## src/rtl/axi_fifo_pkg.sv

```systemverilog
`default_nettype none
// ============================================================================
//  Module      : axi_fifo_pkg
//  Description : Shared constants and helpers for the AXI channel FIFO.
//                Holds the default payload and address widths and a
//                function that turns an address width into a depth.
//  Revision    : 1.0  initial release
// ============================================================================
package axi_fifo_pkg;

  localparam int DEF_DATA_W = 32;
  localparam int DEF_ADDR_W = 2;

  // Number of storage entries addressed by an ADDR_W-bit index.
  function automatic int fifo_depth(input int addr_w);
    return 1 << addr_w;
  endfunction

endpackage : axi_fifo_pkg
`default_nettype wire

```

## src/rtl/chan_fifo_mem.sv

```systemverilog
`default_nettype none
// ============================================================================
//  Module      : chan_fifo_mem
//  Description : FIFO storage array. One synchronous write port and one
//                asynchronous (combinational) read port. Contents are not
//                reset.
//  Ports       : clk     - clock, write on rising edge
//                i_we    - write enable
//                i_waddr - write index
//                i_wdata - write payload
//                i_raddr - read index
//                o_rdata - read payload (combinational)
//  Revision    : 1.0  initial release
// ============================================================================
module chan_fifo_mem
  import axi_fifo_pkg::*;
#(
  parameter int DATA_W = DEF_DATA_W,
  parameter int ADDR_W = DEF_ADDR_W
) (
  input  logic              clk,
  input  logic              i_we,
  input  logic [ADDR_W-1:0] i_waddr,
  input  logic [DATA_W-1:0] i_wdata,
  input  logic [ADDR_W-1:0] i_raddr,
  output logic [DATA_W-1:0] o_rdata
);

  localparam int C_DEPTH = fifo_depth(ADDR_W);

  logic [DATA_W-1:0] r_mem_q [C_DEPTH];

  always_ff @(posedge clk) begin
    if (i_we) begin
      r_mem_q[i_waddr] <= i_wdata;
    end
  end

  assign o_rdata = r_mem_q[i_raddr];

endmodule : chan_fifo_mem
`default_nettype wire

```

## src/rtl/axi_chan_fifo.sv

```systemverilog
`default_nettype none
// ============================================================================
//  Module      : axi_chan_fifo
//  Description : First-word-fall-through valid/ready FIFO for one AXI
//                channel. Pointers carry an extra wrap bit so full and empty
//                are distinguished without a separate counter.
//  Ports       : clk, rst          - clock, synchronous active-high reset
//                flush             - discard all stored entries
//                s_valid/s_ready/s_data - write side handshake and payload
//                m_valid/m_ready/m_data - read side handshake and payload
//                count             - occupancy 0..DEPTH
//                almost_full       - count >= AFULL_LVL
//  Revision    : 1.0  initial release
// ============================================================================
module axi_chan_fifo
  import axi_fifo_pkg::*;
#(
  parameter int DATA_W    = DEF_DATA_W,
  parameter int ADDR_W    = DEF_ADDR_W,
  parameter int AFULL_LVL = fifo_depth(ADDR_W) - 1
) (
  input  logic              clk,
  input  logic              rst,
  input  logic              flush,
  input  logic              s_valid,
  output logic              s_ready,
  input  logic [DATA_W-1:0] s_data,
  output logic              m_valid,
  input  logic              m_ready,
  output logic [DATA_W-1:0] m_data,
  output logic [ADDR_W:0]   count,
  output logic              almost_full
);

  // AFULL_LVL lies in 1..DEPTH, which always fits in ADDR_W+1 bits.
  localparam logic [ADDR_W:0] C_AFULL = AFULL_LVL[ADDR_W:0];
  localparam logic [ADDR_W:0] C_ONE   = {{ADDR_W{1'b0}}, 1'b1};

  logic [ADDR_W:0] r_wptr_q, w_wptr_d;
  logic [ADDR_W:0] r_rptr_q, w_rptr_d;
  logic            w_empty;
  logic            w_full;
  logic            w_push;
  logic            w_pop;

  assign w_empty = (r_wptr_q == r_rptr_q);
  // Same slot index but opposite lap means the writer is a full lap ahead.
  assign w_full  = (r_wptr_q[ADDR_W-1:0] == r_rptr_q[ADDR_W-1:0]) &&
                   (r_wptr_q[ADDR_W]     != r_rptr_q[ADDR_W]);

  // Flush suppresses both handshakes so storage is not touched that cycle.
  assign w_push = s_valid && !w_full  && !flush;
  assign w_pop  = m_ready && !w_empty && !flush;

  always_comb begin
    w_wptr_d = r_wptr_q;
    w_rptr_d = r_rptr_q;
    if (flush) begin
      w_wptr_d = '0;
      w_rptr_d = '0;
    end else begin
      if (w_push) w_wptr_d = r_wptr_q + C_ONE;
      if (w_pop)  w_rptr_d = r_rptr_q + C_ONE;
    end
  end

  always_ff @(posedge clk) begin
    if (rst) begin
      r_wptr_q <= '0;
      r_rptr_q <= '0;
    end else begin
      r_wptr_q <= w_wptr_d;
      r_rptr_q <= w_rptr_d;
    end
  end

  chan_fifo_mem #(
    .DATA_W (DATA_W),
    .ADDR_W (ADDR_W)
  ) u_mem (
    .clk     (clk),
    .i_we    (w_push),
    .i_waddr (r_wptr_q[ADDR_W-1:0]),
    .i_wdata (s_data),
    .i_raddr (r_rptr_q[ADDR_W-1:0]),
    .o_rdata (m_data)
  );

  assign s_ready     = !w_full;
  assign m_valid     = !w_empty;
  assign count       = r_wptr_q - r_rptr_q;
  assign almost_full = (count >= C_AFULL);

endmodule : axi_chan_fifo
`default_nettype wire

```

## config.mk

```make
export PLATFORM = sky130hd
export DESIGN_NAME = axi_chan_fifo
export DESIGN_NICKNAME = d
export VERILOG_FILES = /design/src/rtl/axi_fifo_pkg.sv /design/src/rtl/chan_fifo_mem.sv /design/src/rtl/axi_chan_fifo.sv
export SDC_FILE = /design/constraint.sdc
export NUM_CORES = 1
export LEC_CHECK = 0
export ABC_AREA = 1
export ABC_CLOCK_PERIOD_IN_PS = 4500
export BUFFER_PORTS_ARGS = -buffer_cell sky130_fd_sc_hd__buf_2
export CAP_MARGIN = 20
export CORE_MARGIN = 8
export CORE_UTILIZATION = 40
export DETAILED_ROUTE_END_ITERATION = 8
export GPL_ROUTABILITY_DRIVEN = 0
export PLACE_DENSITY = 0.56
export SYNTH_ARGS = -nofsm -noshare
export SYNTH_HDL_FRONTEND = slang
export SYNTH_SLANG_ARGS = --single-unit
```

## constraint.sdc

```tcl
create_clock -name clk -period 4.5 [get_ports clk]
set_clock_uncertainty 0.05 [all_clocks]
set_input_delay 0.9 -clock clk [delete_from_list [all_inputs] [get_ports clk]]
set_output_delay 0.9 -clock clk [all_outputs]
set_load 0.05 [all_outputs]
```

### Word-level counts from Yosys, hierarchy flattened

Memory sizes are Yosys's and may differ from the RTL's. A register that Yosys moved wholly into a read port is not among the register bits.
Cells that the tools add are included.

| word-level totals | value |
|---|---|
| bits in registers | 6 |
| bits in latches | 0 |
| memory bits (writable) | 128 |
| memory bits (read-only) | 0 |
| input bits | 37 |
| output and inout bits | 38 |
| word-level logic and storage cells | 23 |
| memories | 1 |

Memories:

| memory | depth | width | read ports | clocked after memory_dff | write ports | line | text |
|---|---|---|---|---|---|---|---|
| u_mem.r_mem_q | 4 | 32 | 1 | 1 | 1 | chan_fifo_mem.sv:31 | `logic [DATA_W-1:0] r_mem_q [C_DEPTH];` |

| operators by class | value |
|---|---|
| $add $sub $neg | 3 |
| multipliers | 0 |
| divide/modulo/power cells | 0 |
| order comparisons | 1 |
| eq/ne operators | 3 |
| shift-type cells | 0 |
| mux-type cells | 4 |
| bitwise gates (word level) | 0 |
| reductions and logical operators | 9 |

Operator list:

| kind | number |
|---|---|
| $add A3 B1 Y3 const B | 2 |
| $logic_and A1 B1 Y1 | 5 |
| $mux W2 | 2 |
| $eq A3 B3 Y1 | 1 |
| $ge A3 B2 Y1 const B | 1 |
| $logic_not A1 Y1 | 3 |
| $sub A3 B3 Y3 | 1 |
| $eq A2 B2 Y1 | 1 |
| $mux W1 | 2 |
| $reduce_or A2 Y1 | 1 |
| $ne A1 B1 Y1 | 1 |

### Depth between registers and ports, before layout

Gate-level depths: netlist of the first run.

| depth | value |
|---|---|
| depth after elaboration | 7 |
| depth in mapped cells | 9 |

### Hierarchy

A second synthesis of the first run with hierarchy kept.

| second synthesis, totals | value |
|---|---|
| cells, all modules | 576 |
| area total of the unflattened synthesis | 5901.9 um^2 |

By module, submodules not included:

| module | times used | cells an instance | area an instance (um^2) |
|---|---|---|---|
| chan_fifo_mem | 1 | 509 | 5437.7 |
| axi_chan_fifo | 1 | 67 | 464.2 |

### Least setup slack after synthesis of the first run

OpenSTA, ideal clock, no wires.

| path | value |
|---|---|
| path kind | reg-to-reg |
| from | register r_wptr_q[0] |
| to | memory u_mem.r_mem_q[0][0] in the netlist's numbering, enable pin |
| arrival | 2.639 ns |
| data required time | 4.029 ns |
| path slack | 1.390 ns |
| stages on the path, launching flop included | 8 |
| path buffers | 0 |
| cell sequence | dfxtp_1 > inv_1 > ha_1 > nand2_1 > inv_1 > nand3_2 > nand2_2 > nor2_1 |

| on the way | value |
|---|---|
| cells in the longest elaborated chain, start to end | 7 |

RTL lines:

| what | line | text |
|---|---|---|
| start, declared | axi_chan_fifo.sv:39 | `logic [ADDR_W:0] r_wptr_q, w_wptr_d;` |
| start signal, assigned | axi_chan_fifo.sv:72 | `r_wptr_q <= w_wptr_d;` |
| $eq A2 B2 Y1 | axi_chan_fifo.sv:48 | `assign w_full = (r_wptr_q[ADDR_W-1:0] == r_rptr_q[ADDR_W-1:0]) &&` |
| $logic_and A1 B1 Y1 | axi_chan_fifo.sv:48 |  |
| $logic_not A1 Y1 | -- |  |
| via s_ready | axi_chan_fifo.sv:26 | `output logic s_ready,` |
| $logic_and A1 B1 Y1 (2 in series) | axi_chan_fifo.sv:52 | `assign w_push = s_valid && !w_full && !flush;` |
| $mux W1 | chan_fifo_mem.sv:34 | `if (i_we) begin` |
| $mux W1 (implied by the code) | chan_fifo_mem.sv:35 | `r_mem_q[i_waddr] <= i_wdata;` |
| end, declared | chan_fifo_mem.sv:31 |  |

The timed path passes the listed nets, and every way through them passes these cells.

==> metrics.txt, run 1 <==
Period Utilization, post-route=0.731; core footprint=13100 sq um; Mapped Area=5280 sq um; io pins=75; crit-path leading delay family=flip-flops; Final Non-Filler Cells=654; first-pass GRT wire length=16.8 mm; antenna-violating nets left=0; Rel. slew slack=0.299; crit path max fanout=64; Switch Pwr=0.000616 W; hold slack=507 ps; PortBufs=74; CTS tree=done; VDD IR-drop max=0.200 mV; outcome=completed; H-tree depth=4; EDFF count, synth=128; Post-synth ARST share=0; Yosys reg bits=136; maxcap violations=0; hold buffers post-CTS=0; crit-path max cell delay=820 ps; setup bufs post-CTS=0; die area=17100 sq um; RSZ-0062 raised after global routing=no; fillers=1158; share of cells above drive strength 1=0.245; Seq pwr share=0.515; internal power=0.00213 W; commonest non-fill, non-tap cell in the layout=edfxtp_1; crit path capture type=output port; initial antenna violation count=1; M3 GR Usage=0.0467; Antenna Cells=0; routed via count=3256; Worst Path Arrival=2340 ps; Ys Warns=0; Worst Path Required=3550 ps; CP Buf/Inv Count=2; Most Crowded Layer GR=met2; final HPWL from detailed placement=6.48 mm; Setup Crit Path Kind=flip-flop to output port; Sw Ratio=0.224; prevailing post-synth register cell=edfxtp_1; Initial Utilization=0.403; CTS sink cnt=136; setup TNS=0 ps; cts bufs inserted=17; min Tclk post-route=3290 ps; combinational share of power=0.064; Clock Power Share=0.422; post-CTS resize count=0; CTS clk-pin slew, worst paths=50 ps; Worst Tran Pin Value=1050 ps; maximum clock insertion buffer count=2; grt met2 use=0.205; pwr/cell area=433 nW/um^2; worst skew pair latency=410 ps; CP max stage cell=dfxtp_2; drt wl/cell=16.7 microns; Post-layout nets=512; final hold vios=0; Remaining Overflow, GRT=0; post-synthesis sequential area ratio=0.759; fmax=304 MHz; Clock Tree Root=clkbuf_16; vias per inst=4.98; final wirelength=10.9 mm; Critical Path, Cell by Cell=inv_4 > o21ai_0 > o22ai_1 > buf_2; Critical Path Start Type=flip-flop; Placed Cells=624; Hold Path Class=flip-flop to flip-flop; # rows=42; met1 global-route usage=0.163; max-slew violation count=0; chip height=131 microns; most frequent cells in the layout=128 x edfxtp_1, 77 x nor2_1, 74 x buf_2; Die W=131 microns; Post-Syn Nets=433; drt first pass iters=4; gr usage total=0.134; Avg Inst Size Synth=13.6 sq um; Post-Syn Instances=388; vias in the first global route=3200; Yosys cell types=25; leakage=2.32 nW; # DRC=0; largest net degree at the start of global routing=65; Iter 0 DRT Violations=174; Setup violations, final=0; Layout area overhead=20.1%
-- synthesized netlist by cell type (2+ instances only) --
| cell type | number | area share |
|---|---|---|
| clkbuf_1 | 4 | 0.0028 |
| a21oi_1 | 3 | 0.0028 |
| dfxtp_1 | 8 | 0.030 |
| o22ai_1 | 32 | 0.038 |
| ha_1 | 7 | 0.017 |
| edfxtp_1 | 128 | 0.73 |
| nor2_1 | 80 | 0.057 |
| buf_2 | 10 | 0.0095 |
| buf_4 | 3 | 0.0043 |
| inv_2 | 2 | 0.0014 |
| o21ai_0 | 57 | 0.054 |
| nand2_2 | 3 | 0.0036 |
| o21ai_1 | 7 | 0.0066 |
| nand3_1 | 2 | 0.0019 |
| inv_1 | 16 | 0.011 |
| nand2_1 | 17 | 0.012 |
-- per-layer routing --
layer  share of wire  up-vias
li1                -     1571
met1            0.45     1578
met2            0.47       86
met3           0.055       19
met4           0.021        2
met5          0.0015        -
-- kinds of logic (layout without fill, tap and decap cells) --
group / after synthesis / after routing / share of synthesized area
AOI/OAI and AO/OA: 99 / 99 / 0.102
and+or+nand+nor: 106 / 106 / 0.0823
xor gates and xnor gates: 1 / 1 / 0.00308
DFF: 136 / 136 / 0.759
buffers and inverters: 38 / 128 / 0.0337
adders and majority gates: 8 / 8 / 0.0204
-- cell type report --
cell class	instances	area [sq um]	area share
clock buffers	18	429	0.0677
clock inverters	12	63.8	0.0101
inverters	19	73.8	0.0117
multi-input cells	214	1120	0.176
flip-flops and latches	136	4010	0.632
well taps	176	220	0.0348
repair buffers	79	428	0.0675
-- worst reg2reg max path, stage by stage, from the launching register on --
cell     delay, ps
dfxtp_1        350
inv_1          110
ha_1           330
nand2_1         60
inv_1           70
nand3_2        110
nand2_2        160
nor2_4         830
-- power groups by stage --
stage                     clock network (W)  registers [W]  logic [W]
after floorplan                           0        0.00144   0.000115
after global placement                    0        0.00144   0.000174
after detailed placement                  0        0.00144   0.000177
after CTS                           0.00118        0.00141   0.000178
after global routing                0.00123        0.00141   0.000188
final                               0.00116        0.00141   0.000175
-- registers in the layout, indices dropped and copies added (netlist names), named ones only --
register and cells:
u_mem.r_mem_q 128, r_rptr_q 3, r_wptr_q 3
-- per-stage QoR --
| stage | setup slack, ps | total power [W] | instance area [sq um] | util |
|---|---|---|---|---|
| 6_report | 1210 | 0.00275 | 6340 | 0.484 |
| 5_1_grt | 950 | 0.00283 | 6340 | 0.484 |
| 4_1_cts | 1150 | 0.00277 | 6340 | 0.484 |
| 3_5_place_dp | 1590 | 0.00162 | 5840 | 0.447 |
| 3_3_place_gp | 1650 | 0.00161 | 5820 | 0.444 |
| 2_1_floorplan | 1390 | 0.00155 | 5280 | - |
-- final timing paths --
| kind | start | endpoint | slack, ps | cells after the start |
|---|---|---|---|---|
| worst max-delay path | flip-flop | m_data[20] | 1210 | 4 |
| worst min-delay path | r_rptr_q[1]$_SDFFE_PP0P_ | r_rptr_q[1]$_SDFFE_PP0P_ | 510 | 2 |
| worst max register to register | r_wptr_q[0]$_SDFFE_PP0P_ | u_mem.r_mem_q[2][13]$_DFFE_PP_ | 2030 | 7 |
| worst min register to register | r_rptr_q[1]$_SDFFE_PP0P_ | r_rptr_q[1]$_SDFFE_PP0P_ | 510 | 2 |
Note: power is estimated with default switching activity, not from simulation.
==> run 2: changes to the inputs <==
--- a/config.mk
+++ b/config.mk
@@ -5,8 +5,8 @@
 export SDC_FILE = /design/constraint.sdc
 export NUM_CORES = 1
 export LEC_CHECK = 0
-export ABC_AREA = 1
-export ABC_CLOCK_PERIOD_IN_PS = 4500
+export ABC_AREA = 0
+export ABC_CLOCK_PERIOD_IN_PS = 3200
 export BUFFER_PORTS_ARGS = -buffer_cell sky130_fd_sc_hd__buf_2
 export CAP_MARGIN = 20
 export CORE_MARGIN = 8
==> constraint.sdc (replaced) <==
create_clock -name clk -period 3.2 [get_ports clk]
set_clock_uncertainty 0.05 [all_clocks]
set_input_delay 0.64 -clock clk [delete_from_list [all_inputs] [get_ports clk]]
set_output_delay 0.64 -clock clk [all_outputs]
set_load 0.05 [all_outputs]
==> metrics.txt, run 2 <==
final wirelength=9.28 mm (-15%); Hold Path Class=primary input to flip-flop; Die W=130 microns (-0.93%); outcome=completed; Critical Path, Cell by Cell=inv_1 > ha_1 > nand2_1 > or2_2 > buf_2; top-area cell type share of the netlist area=0.744 (+0.0157); setup bufs post-CTS=0 (unchanged); gr usage total=0.120 (-0.0137); first-pass GRT wire length=14.7 mm (-12%); io pins=75 (unchanged); Setup violations, final=0 (unchanged); Clock Tree Root=clkbuf_16; Rel. slew slack=0.664 (+0.364); Setup Crit Path Kind=flip-flop to output port; share of cells above drive strength 1=0.465 (+0.220); setup TNS=0 ps (unchanged); crit path capture type=output port; maxcap violations=0 (unchanged); commonest non-fill, non-tap cell in the layout=edfxtp_1; Worst Tran Pin Value=504 ps (-545 ps); CTS tree=done; Initial Utilization=0.409 (+0.00604); VDD IR-drop max=0.234 mV (+17%); leakage=2.17 nW (-6.4%); RSZ-0062 raised after global routing=no; initial antenna violation count=0 (-1); Post-Syn Nets=269 (-38%); vias in the first global route=2764 (-14%); Placed Cells=469 (-25%); chip height=130 microns (-0.93%); Worst Hold Launch=s_data[28]; fmax=367 MHz; number of flip-flops in the largest register=128 (unchanged); vias per inst=4.83 (-3.0%); most frequent cells in the layout=128 x edfxtp_1, 74 x buf_2, 32 x mux4_2; H-tree depth=4 (unchanged); Worst Path Arrival=2040 ps (-300 ps); core footprint=12600 sq um (-3.6%); top cells by instance count after synthesis=128 x edfxtp_1, 32 x mux4_2, 8 x dfxtp_1; post-CTS resize count=0 (unchanged); CTS clk-pin slew, worst paths=60 ps (about the same); post-synth top area cell=edfxtp_1; worst skew pair latency=410 ps (about the same); Worst Path Required=2510 ps (-1040 ps); CP max stage cell=ha_1; routed via count=2419 (-26%); drt first pass iters=4 (unchanged); min Tclk post-route=2730 ps; Yosys cell types=29 (+16%); # rows=41 (-2.4%); final hold vios=0 (unchanged); final HPWL from detailed placement=5.91 mm (-8.9%); CP Buf/Inv Count=2 (unchanged); Final Non-Filler Cells=501 (-23%); largest net degree at the start of global routing=33 (-49%); EDFF count, synth=128 (unchanged); PortBufs=74 (unchanged); crit-path leading delay family=simple AND/OR/NAND/NOR gates; hold buffers post-CTS=0 (unchanged); synth top area cells=edfxtp_1 74%, mux4_2 14%, dfxtp_1 3.1%; die area=16800 sq um (-1.8%); Reg2Reg Setup Slack=870 ps (-1160 ps); crit-path max cell delay=440 ps (-380 ps); Post-Syn Instances=224 (-42%); pwr/cell area=617 nW/um^2 (+42%); Critical Path Start Type=flip-flop; Avg Inst Size Synth=23.1 sq um (+70%); # DRC=0 (unchanged); CTS sink cnt=136 (unchanged); Mapped Area=5160 sq um (-2.1%); most frequent cell after synthesis=edfxtp_1; Post-layout nets=361 (-29%); cts bufs inserted=17 (unchanged); Iter 0 DRT Violations=135 (-22%); Layout area overhead=23.3%; prevailing post-synth register cell=edfxtp_1; crit path max fanout=5 (-92%); Remaining Overflow, GRT=0 (unchanged); maximum clock insertion buffer count=2 (unchanged); Period Utilization, post-route=0.852; Antenna Cells=0 (unchanged); Post-synth ARST share=0 (unchanged); Reg-to-Reg Start=r_wptr_q[0]$_SDFFE_PP0P_; post-synthesis sequential area ratio=0.775 (+0.0164); biggest regs=u_mem.r_mem_q: 128 flops, r_rptr_q: 3 flops, r_wptr_q: 3 flops; Critical R2R Capture=u_mem.r_mem_q[2][13]$_DFFE_PP_; most flop-heavy register=u_mem.r_mem_q; Reg2Reg Depth=5 (-2); antenna-violating nets left=0 (unchanged); hold endpoint=u_mem.r_mem_q[0][28]$_DFFE_PP_; Ys Warns=0 (unchanged); worst hold stages=1 (-1); Yosys reg bits=136 (unchanged); drt wl/cell=18.5 microns (+11%); max-slew violation count=0 (unchanged)
## run 2: cell count changes in the layout (fill, tap and decap cells not counted), moves of 4 or more
cell,delta
mux2i_1,+5
mux4_2,+32
buf_12,+4
nand2_1,-10
o21ai_0,-57
inv_1,-9
o22ai_1,-32
o21ai_1,-7
nor2_1,-76
## run 2: worst max-delay path by stage
| stage | start | endpoint | slack, ps | depth (start not counted) |
|---|---|---|---|---|
| 4_1_cts | r_wptr_q[0]$_SDFFE_PP0P_ | m_valid | 430 | 5 |
| 2_1_floorplan | r_wptr_q[1]$_SDFFE_PP0P_ | u_mem.r_mem_q[3][0]$_DFFE_PP_ | 70 | 2 |
| 3_5_place_dp | r_wptr_q[0]$_SDFFE_PP0P_ | u_mem.r_mem_q[2][14]$_DFFE_PP_ | 840 | 5 |
| 3_3_place_gp | r_wptr_q[0]$_SDFFE_PP0P_ | u_mem.r_mem_q[2][25]$_DFFE_PP_ | 890 | 5 |
| 5_1_grt | r_wptr_q[0]$_SDFFE_PP0P_ | almost_full | 340 | 7 |
| 6_report | r_wptr_q[0]$_SDFFE_PP0P_ | m_valid | 470 | 5 |
## run 2: metrics by stage
stage          hold WS (ps)  cell area, sq um  power (W)  utilization  worst slack [ps]
2_1_floorplan           419              5160    0.00215            -              69.2
3_3_place_gp            441              5830    0.00223        0.462               893
3_5_place_dp            464              5830    0.00223        0.462               839
4_1_cts                 373              6360    0.00398        0.504               430
5_1_grt                 377              6360    0.00407        0.504               341
6_report                392              6360    0.00393        0.504               474
## run 2: area by class of cell
type                            count  area, sq um
Fill cell                        1071         6250
Sequential cell                   136         4010
Multi-Input combinational cell     74         1110
Timing Repair Buffer               80          465
Clock buffer                       17          425
Tap cell                          172          215
Clock inverter                     15          113
Inverter                            7         26.3
## run 2: power breakdown
part	switching, W	internal (W)	total, W	leakage (nW)
clock	0.000687	0.00105	0.00174	0.264
sequential	0.00000623	0.00197	0.00198	1.23
combinational	0.000147	0.0000652	0.000212	0.678
total	0.000840	0.00309	0.00393	2.17
## run 2: kinds of logic after synthesis
family	Yosys count	synth area share
DFF	136	0.775
muxes	37	0.149
and+or+nand+nor	18	0.0182
buffers and inverters	14	0.0126
AOI/OAI and AO/OA	9	0.0189
adders and majority gates	8	0.0208
xor gates and xnor gates	2	0.00485
## run 2: routing by layer
layer | global-route usage | part of all wire | up-vias | wire, microns
li1 | - | - | 1121 | -
met1 | 0.129 | 0.41 | 1226 | 3780
met2 | 0.205 | 0.52 | 59 | 4860
met4 | 0.0656 | 0.018 | 0 | 169
met3 | 0.0419 | 0.051 | 13 | 471
met5 | 0 | 0 | - | 0
